===== config.mk =====
export PLATFORM = sky130hd
export DESIGN_NAME = io_port
export DESIGN_NICKNAME = d
export VERILOG_FILES = /design/src/rtl/io_port.sv
export SDC_FILE = /design/constraint.sdc
export NUM_CORES = 1
export LEC_CHECK = 0
export ABC_CLOCK_PERIOD_IN_PS = 3500
export CORE_ASPECT_RATIO = 0.75
export CORE_MARGIN = 2
export CORE_UTILIZATION = 45
export CTS_CLUSTER_SIZE = 16
export DETAILED_ROUTE_END_ITERATION = 10
export GPL_ROUTABILITY_DRIVEN = 0
export GPL_TIMING_DRIVEN = 1
export PLACE_DENSITY = 0.7
export RECOVER_POWER = 25
export SLEW_MARGIN = 10
export SYNTH_ARGS = -nofsm -noshare
export SYNTH_HDL_FRONTEND = slang
export SYNTH_SLANG_ARGS = --single-unit

===== constraint.sdc =====
create_clock -name clock -period 3.5 [get_ports clock]
set_input_delay 0.7 -clock clock [delete_from_list [all_inputs] [get_ports clock]]
set_output_delay 0.7 -clock clock [all_outputs]
set_load 0.1 [all_outputs]

===== src/rtl/io_port.sv =====
// io_port -- memory-mapped I/O port with an 11-bit input, a FIFO-buffered
// 11-bit output, and a drain FSM that paces output updates.
//
// Word map (address[1:0]):
//   0 IN     : synchronized io_input_bus, zero-extended (read only)
//   1 STATUS : {25'b0, count[3:0], empty, full, changed} (read clears changed)
//   2 OUT    : write pushes write_data[10:0]; read returns last pushed value
//   3 HOLD   : write loads hold[15:0]; read returns hold, zero-extended
//
// Ports:
//   clock, reset        : single clock, synchronous active-high reset
//   address, write_data : MEM-stage address / store data
//   wren, rden          : one-cycle store / load strobes (both high = ignored)
//   read_data           : load data, registered (data-memory latency)
//   stale               : combinational stall request (OUT store while full)
//   io_input_bus        : asynchronous external inputs
//   io_output_bus       : registered external outputs
//
// Configuration macro:
//   IO_PORT_INPUT_SYNC_EN defined   -> 2-flop input synchronizer
//   IO_PORT_INPUT_SYNC_EN undefined -> single input register stage
//
// Drain pacing: each popped word is held for hold+1 cycles in HOLDING,
// so consecutive words leave every hold+2 cycles.

module io_port #(
  parameter int          FIFO_DEPTH = 4,
  parameter logic [15:0] HOLD_RESET = 16'h0000
) (
  input  logic        clock,
  input  logic        reset,
  input  logic [1:0]  address,
  input  logic [31:0] write_data,
  input  logic        wren,
  input  logic        rden,
  output logic [31:0] read_data,
  output logic        stale,
  input  logic [10:0] io_input_bus,
  output logic [10:0] io_output_bus
);

  localparam int PW = (FIFO_DEPTH > 1) ? $clog2(FIFO_DEPTH) : 1;
  localparam int CW = PW + 1;

`ifdef IO_PORT_INPUT_SYNC_EN
  localparam int SYNC_STAGES = 2;
`else
  localparam int SYNC_STAGES = 1;
`endif

  localparam logic [1:0] ADDR_IN     = 2'd0;
  localparam logic [1:0] ADDR_STATUS = 2'd1;
  localparam logic [1:0] ADDR_OUT    = 2'd2;
  localparam logic [1:0] ADDR_HOLD   = 2'd3;

  typedef enum logic {S_IDLE, S_HOLDING} state_e;

  // input synchronizer chain; last stage is the "synchronized input"
  logic [SYNC_STAGES-1:0][10:0] sync_q, sync_d;
  logic [10:0]                  prev_q, prev_d;
  logic [10:0]                  in_sync;
  logic                         changed_q, changed_d;

  // output FIFO
  logic [10:0]   mem_q [FIFO_DEPTH];
  logic [10:0]   mem_d [FIFO_DEPTH];
  logic [PW-1:0] wptr_q, wptr_d;
  logic [PW-1:0] rptr_q, rptr_d;
  logic [CW-1:0] count_q, count_d;
  logic [10:0]   last_out_q, last_out_d;

  // drain FSM
  state_e      state_q, state_d;
  logic [15:0] cnt_q, cnt_d;
  logic [15:0] hold_q, hold_d;
  logic [10:0] out_q, out_d;

  logic [31:0] rdata_q, rdata_d;

  logic       wr_acc, rd_acc;
  logic       full, empty;
  logic       push, pop;
  logic       status_rd, detect;
  logic [4:0] count_w;
  logic       wdata_unused;

  // simultaneous strobes are treated as no access at all
  assign wr_acc = wren & ~rden;
  assign rd_acc = rden & ~wren;

  // full/empty come from the registered count only, so a pop in the
  // current cycle never releases a stall in the same cycle
  assign full  = (count_q == CW'(FIFO_DEPTH));
  assign empty = (count_q == '0);

  assign stale = wren && (address == ADDR_OUT) && full;
  assign push  = wr_acc && (address == ADDR_OUT) && !full;
  assign pop   = (state_q == S_IDLE) && !empty;

  assign in_sync   = sync_q[SYNC_STAGES-1];
  assign status_rd = rd_acc && (address == ADDR_STATUS);
  assign detect    = (in_sync != prev_q);
  assign count_w   = 5'(count_q);

  assign wdata_unused = ^{write_data[31:16], count_w[4]};

  // ---------------------------------------------------------------
  // input synchronizer and change detection
  // ---------------------------------------------------------------
  always_comb begin
    sync_d    = sync_q;
    sync_d[0] = io_input_bus;
    for (int i = 1; i < SYNC_STAGES; i++) begin
      sync_d[i] = sync_q[i-1];
    end
    prev_d = in_sync;
    // a fresh change wins over the clear from a STATUS read
    changed_d = detect | (changed_q & ~status_rd);
  end

  // ---------------------------------------------------------------
  // FIFO storage and pointers
  // ---------------------------------------------------------------
  always_comb begin
    mem_d      = mem_q;
    wptr_d     = wptr_q;
    rptr_d     = rptr_q;
    count_d    = count_q;
    last_out_d = last_out_q;
    if (push) begin
      mem_d[wptr_q] = write_data[10:0];
      wptr_d        = wptr_q + PW'(1);
      last_out_d    = write_data[10:0];
    end
    if (pop) begin
      rptr_d = rptr_q + PW'(1);
    end
    case ({push, pop})
      2'b10:   count_d = count_q + CW'(1);
      2'b01:   count_d = count_q - CW'(1);
      default: count_d = count_q;
    endcase
  end

  // ---------------------------------------------------------------
  // drain FSM and hold register
  // ---------------------------------------------------------------
  always_comb begin
    state_d = state_q;
    cnt_d   = cnt_q;
    out_d   = out_q;
    hold_d  = hold_q;
    // a new hold value only matters at the next load; cnt_q keeps running
    if (wr_acc && (address == ADDR_HOLD)) begin
      hold_d = write_data[15:0];
    end
    case (state_q)
      S_IDLE: begin
        if (!empty) begin
          out_d   = mem_q[rptr_q];
          cnt_d   = hold_q;
          state_d = S_HOLDING;
        end
      end
      S_HOLDING: begin
        if (cnt_q == 16'd0) begin
          state_d = S_IDLE;
        end else begin
          cnt_d = cnt_q - 16'd1;
        end
      end
      default: state_d = S_IDLE;
    endcase
  end

  // ---------------------------------------------------------------
  // load data path
  // ---------------------------------------------------------------
  always_comb begin
    rdata_d = rdata_q;
    if (rd_acc) begin
      case (address)
        ADDR_IN:     rdata_d = {21'b0, in_sync};
        ADDR_STATUS: rdata_d = {25'b0, count_w[3:0], empty, full, changed_q};
        ADDR_OUT:    rdata_d = {21'b0, last_out_q};
        ADDR_HOLD:   rdata_d = {16'b0, hold_q};
        default:     rdata_d = rdata_q;
      endcase
    end
  end

  // ---------------------------------------------------------------
  // state registers
  // ---------------------------------------------------------------
  always_ff @(posedge clock) begin
    if (reset) begin
      sync_q     <= '0;
      prev_q     <= '0;
      changed_q  <= 1'b0;
      mem_q      <= '{default: '0};
      wptr_q     <= '0;
      rptr_q     <= '0;
      count_q    <= '0;
      last_out_q <= '0;
      state_q    <= S_IDLE;
      cnt_q      <= '0;
      hold_q     <= HOLD_RESET;
      out_q      <= '0;
      rdata_q    <= '0;
    end else begin
      sync_q     <= sync_d;
      prev_q     <= prev_d;
      changed_q  <= changed_d;
      mem_q      <= mem_d;
      wptr_q     <= wptr_d;
      rptr_q     <= rptr_d;
      count_q    <= count_d;
      last_out_q <= last_out_d;
      state_q    <= state_d;
      cnt_q      <= cnt_d;
      hold_q     <= hold_d;
      out_q      <= out_d;
      rdata_q    <= rdata_d;
    end
  end

  assign read_data     = rdata_q;
  assign io_output_bus = out_q;

endmodule


=== After elaboration in Yosys (flattened, before gate mapping) ===
Index checks and enable logic that the tools add are counted.

* Bits in registers: 161
* Input bits: 49
* Output and inout bits: 44
* Word-level logic and storage cells: 74

* $add $sub $neg: 5
* Order comparisons: 3
* Equal/unequal tests: 9
* Multiplexer cells: 14
* Bitwise operators: 11
* Reductions and logical operators: 16

{| class="wikitable"
|+ Operator list
! cell !! number
|-
| $pmux W32 S4 || 1
|-
| $bwmux W44 || 1
|-
| $mux W11 || 3
|-
| $mux W16 || 2
|-
| $pmux W16 S2 || 1
|-
| $bmux W11 S2 || 1
|-
| $demux W11 S2 || 1
|-
| $logic_not A16 Y1 || 1
|-
| $sub A16 B1 Y16 const B || 1
|-
| $ne A11 B11 Y1 || 1
|-
| $logic_and A1 B1 Y1 || 8
|-
| $eq A2 B2 Y1 const B || 3
|-
| $ge A3 B3 Y1 const B || 2
|-
| $not A2 Y3 || 2
|-
| $pmux W3 S2 || 1
|-
| $not A1 Y1 || 5
|-
| $add A2 B1 Y2 const B || 2
|-
| $eq A2 B1 Y1 const B || 2
|-
| $ne A2 B2 Y1 const B || 2
|-
| $reduce_and A2 Y1 || 2
|-
| $add A3 B1 Y3 const B || 1
|-
| $and A1 B1 Y1 || 3
|-
| $eq A3 B3 Y1 const B || 1
|-
| $logic_not A3 Y1 || 1
|-
| other kinds (8) || 10
|}

=== Logic depth before layout (Yosys ltp) ===
* Depth after elaboration: 6
* Depth in mapped cells: 11
* Mapped depth without buffers: 9

=== Worst setup path before layout ===
Ideal clock, no wire load.

* Kind: input port to output port
* Start point: input port address[0]
* End point: output port stale
* Arrival: 4174 ps
* Required time: 2800 ps
* Slack: -1374 ps
* Stages: 3
* Path through: buf_2 -> nand3b_1 -> nor4b_1

* Cells in the longest elaborated chain, start to end: 3

{| class="wikitable"
|+ Ends and longest elaborated chain
! element !! RTL line !! source
|-
| from (decl) || 32 || <nowiki>input logic [1:0] address,</nowiki>
|-
| $eq A2 B2 Y1 || 96 || <nowiki>assign stale = wren && (address == ADDR_OUT) && full;</nowiki>
|-
| $logic_and A1 B1 Y1 (2 in series) || 96 ||
|-
| to (decl) || 37 || <nowiki>output logic stale,</nowiki>
|}

No other way between the ends.

=== Worst setup path after layout ===
* Start point: input port reset
* End point: register sync_q (netlist bit in_sync[3])

{| class="wikitable"
|+ RTL lines
! element !! RTL line !! source
|-
| from (decl) || 31 || <nowiki>input logic reset,</nowiki>
|-
| to (signal assigned) || 211 || <nowiki>sync_q <= sync_d;</nowiki>
|-
| to (decl) || 59 || <nowiki>logic [SYNC_STAGES-1:0][10:0] sync_q, sync_d;</nowiki>
|}

No word-level cell between the ends.

==> impl_metrics.json <==
{
  "clock_pin_slew_worst_setup_and_hold_paths_ps": 60,
  "final_nets": 817,
  "worst_path_cell_with_the_longest_stage_delay": "clkbuf_2",
  "route.final.wire_length_um": 15630,
  "synth_area_leader_cell": "dfxtp_1",
  "first_global_vias": 5040,
  "syn-instance-count": 724,
  "post_cts.resized_instances": 0,
  "worst-endpoint-required_ps": 3740,
  "htreeDepth": 4,
  "core_area_mm2": 0.01366,
  "flow.area_growth_from_synthesis_pct": 19.38,
  "hpwl_um": 10710,
  "totalNegativeSetupSlack_ps": 0,
  "numPortBuffers": 60,
  "core.rowCount": 37,
  "timing.rr.start": "count_q[0]",
  "n_fill_cell": 1177,
  "netlist.area_leader.share_pct": 46.40,
  "die_y_um": 106.1,
  "worstHoldEndpoint": "read_data[1]",
  "cp-end-kind": "flip-flop",
  "avgRoutedWirePerCell_um": 16.47,
  "synth_compound_gate_area_share_pct": 13.24,
  "layout.cells.non_filler": 949,
  "max_slew_margin_pct": -4.121,
  "ys_warn_count": 0,
  "synth_ff_type": "dfxtp_1",
  "p_leak_nw": 2.564,
  "insertion_delay_ps": 420,
  "effective_utilization_at_floorplan_pct": 45.81,
  "drv.max_cap_violation_count": 1,
  "grt_max_degree": 82,
  "path_max_fanout": 81,
  "synthMuxAreaShare_pct": 7.400,
  "outcome": "finished with violations",
  "synth_common_cells": "nand2_1, dfxtp_1, a21oi_1, nand3_1, clkbuf_1",
  "remaining_global_route_overflow": 0,
  "post-synth-top-count-cell": "nand2_1",
  "worstHoldPathType": "flip-flop to flip-flop",
  "finalSetupViolations": 0,
  "routed_via_density": 5.544,
  "post_cts_hold_buffer_count": 0,
  "cts.path.max_buffers": 2,
  "yosys.area_share.adder_pct": 1.520,
  "timing.reg2reg.setup_slack_ps": 810,
  "dominant_combinational_cell_family_by_area_after_synthesis": "simple AND/OR/NAND/NOR gates",
  "dp.cells": 917,
  "antenna_violating_nets_post_route": 0,
  "skew_ps": 10.07,
  "worst-setup-path-type": "input port to flip-flop",
  "timing.critical_path.buf_inv": 2,
  "rsz0062_at_grt": "no",
  "worst_slew_pin_slew_ps": 1562,
  "ys_ff_latch": 145,
  "worst_setup_path_start_kind": "input port",
  "number_of_flops_mapped_to_enable_cells_by_yosys": 0,
  "critical-path-top-delay-family": "buffers and inverters",
  "fin_ws_ps": 580.7,
  "number_of_design_rule_violations_left_after_detail_routing": 4,
  "cpPeakStageDelay_ps": 1310,
  "cts_root_buffer": "clkbuf_16",
  "netlist_area_mm2": 0.006256,
  "first_pass_grt_wire_length_um": 25500,
  "layout_utilization_pct": 54.69,
  "dr.first_iter.drc_count": 464,
  "pin_count": 93,
  "antenna_cells": 0,
  "synth_sequential_area_ratio_pct": 46.40,
  "max-vdd-ir-drop_uv": 424.0,
  "worstReg2RegEnd": "cnt_q[8]",
  "share_of_synthesized_cell_area_in_and_or_nand_and_nor_gates_pct": 23.06,
  "tritoncts": "yes",
  "clock.fmax_mhz": 342.5,
  "initial_antenna_violation_count": 0,
  "holdCritStartpoint": "read_data[1]",
  "place_worst_setup_slack_ps": 491.9,
  "timing.final.crit_share_pct": 83.41,
  "worst_ep_arrival_time_ps": 3160,
  "cts_inserted_buffers": 17,
  "detailroute.via_count": 5261,
  "design.die.area_mm2": 0.01487,
  "postCtsSetupRepairBufs": 0,
  "ys_top_cells_by_area": "dfxtp_1, nand2_1, a21oi_1, mux4_2, nand3_1",
  "number_of_sinks_handled_by_clock_tree_synthesis": 145,
  "synth-async-reset-ratio_pct": 0,
  "first_pass_iters": 8,
  "dieWidth_um": 140.2,
  "fraction_of_final_layout_cells_with_drive_strength_greater_than_1_pct": 8.915,
  "number_of_hold_slack_violations_in_the_final_timing_report": 0,
  "worst_r2r_path_depth": 7,
  "whs_path_depth": 2,
  "yosysUniqueCellTypes": 49,
  "period_minus_slack_ps": 2919,
  "power_per_cell_area_mw_per_mm2": 693.2,
  "xor_xnor_fraction_of_synth_area_pct": 2.520,
  "critical_path.cell_chain": "clkbuf_2 -> clkbuf_2 -> nor2b_1",
  "final_max_slew_viols": 82,
  "gr-usage-all-layers_pct": 21.58,
  "violations_in_the_final_reports": "design-rule violations, max-capacitance violations, max-slew violations",
  "critPathMostFrequentCell": "clkbuf_2",
  "post_synth.cell_area_avg_um2": 8.641,
  "finalHoldWorstSlack_ps": 456.1
}
==> logic make-up after synthesis <==
kind of cell               Yosys count
AOI/OAI and AO/OA                  147
xor gates and xnor gates            18
adders and majority gates            7
buffers and inverters               77
DFF                                145
muxes                               25
other                                1
and+or+nand+nor                    304
==> metrics by stage <==
stage	area [um^2]	total power [mW]
4_1_cts	7491	5.186
2_1_floorplan	6319	3.081
5_1_grt	7468	5.426
3_3_place_gp	6910	3.398
6_report	7468	5.177
3_5_place_dp	6910	3.444
==> layer usage <==
| metal | up-vias | GRT usage [%] | part of all wire, % |
|---|---|---|---|
| met5 | - | 0 | 0 |
| met4 | 0 | 7.215 | 1.5 |
| met3 | 18 | 6.306 | 8.0 |
| met2 | 177 | 32.56 | 46 |
| met1 | 2538 | 29.76 | 45 |
| li1 | 2528 | - | - |
==> sequential cells by signal, indices dropped and copies added, names as in the netlist, 3 cells and up <==
signal         flops
count_q            3
last_out_q        11
mem_q             44
in_sync           11
prev_q            11
hold_q            16
cnt_q             16
read_data         16
io_output_bus     11
==> how the worst max path moves through the flow <==
stage | start | end | cells after the start
6_report | reset | in_sync[3] | 3
5_1_grt | reset | prev_q[1] | 3
4_1_cts | wren | stale | 4
3_5_place_dp | wren | mem_q[10] | 7
3_3_place_gp | wren | mem_q[37] | 7
2_1_floorplan | address[0] | stale | 3
==> final cells by class <==
class / instances / area [um^2] / share of cell area, %
Clock buffer: 20 / 456.7 / 6.115
Sequential cell: 145 / 2903 / 38.87
Timing Repair Buffer: 69 / 670.6 / 8.980
Inverter: 11 / 41.29 / 0.5529
Multi-Input combinational cell: 517 / 3054 / 40.89
Tap cell: 175 / 219.0 / 2.932
Clock inverter: 12 / 123.9 / 1.659
==> cell usage in the layout, fill, tap and decap left out, drive strengths merged, types with 4 or more instances in the layout <==
cell type / netlist / routed
nor4: 4 / 4
nor2: 32 / 32
nand2b: 7 / 7
a31oi: 7 / 7
or3: 4 / 4
clkdlybuf4s50: 0 / 57
xnor2: 7 / 7
xor2: 11 / 11
a22oi: 6 / 6
buf: 28 / 9
dfxtp: 145 / 145
nor3: 11 / 11
nand3: 52 / 52
ha: 6 / 6
a211oi: 9 / 9
inv: 11 / 15
nand3b: 4 / 4
conb: 1 / 16
clkbuf: 38 / 22
clkinvlp: 0 / 4
nand2: 150 / 150
mux2i: 8 / 8
o21ai: 7 / 7
a21o: 4 / 4
a21oi: 104 / 104
nor2b: 25 / 25
mux4: 17 / 17
==> worst reg2reg max path: stages (launching register included) <==
cell and delay (ps):
dfxtp_1 390, nor3_1 840, or2_2 250, inv_1 60, buf_4 210, a21oi_2 490, o21ai_0 190, a21oi_1 170
==> power by group <==
part	internal [mW]	switching (mW)	leakage (nW)
Sequential	1.76	0.158	1.18
Combinational	0.533	0.969	1.11
Clock	1.03	0.724	0.272
Total	3.33	1.85	2.56
Power figures use the tool's default switching activity.
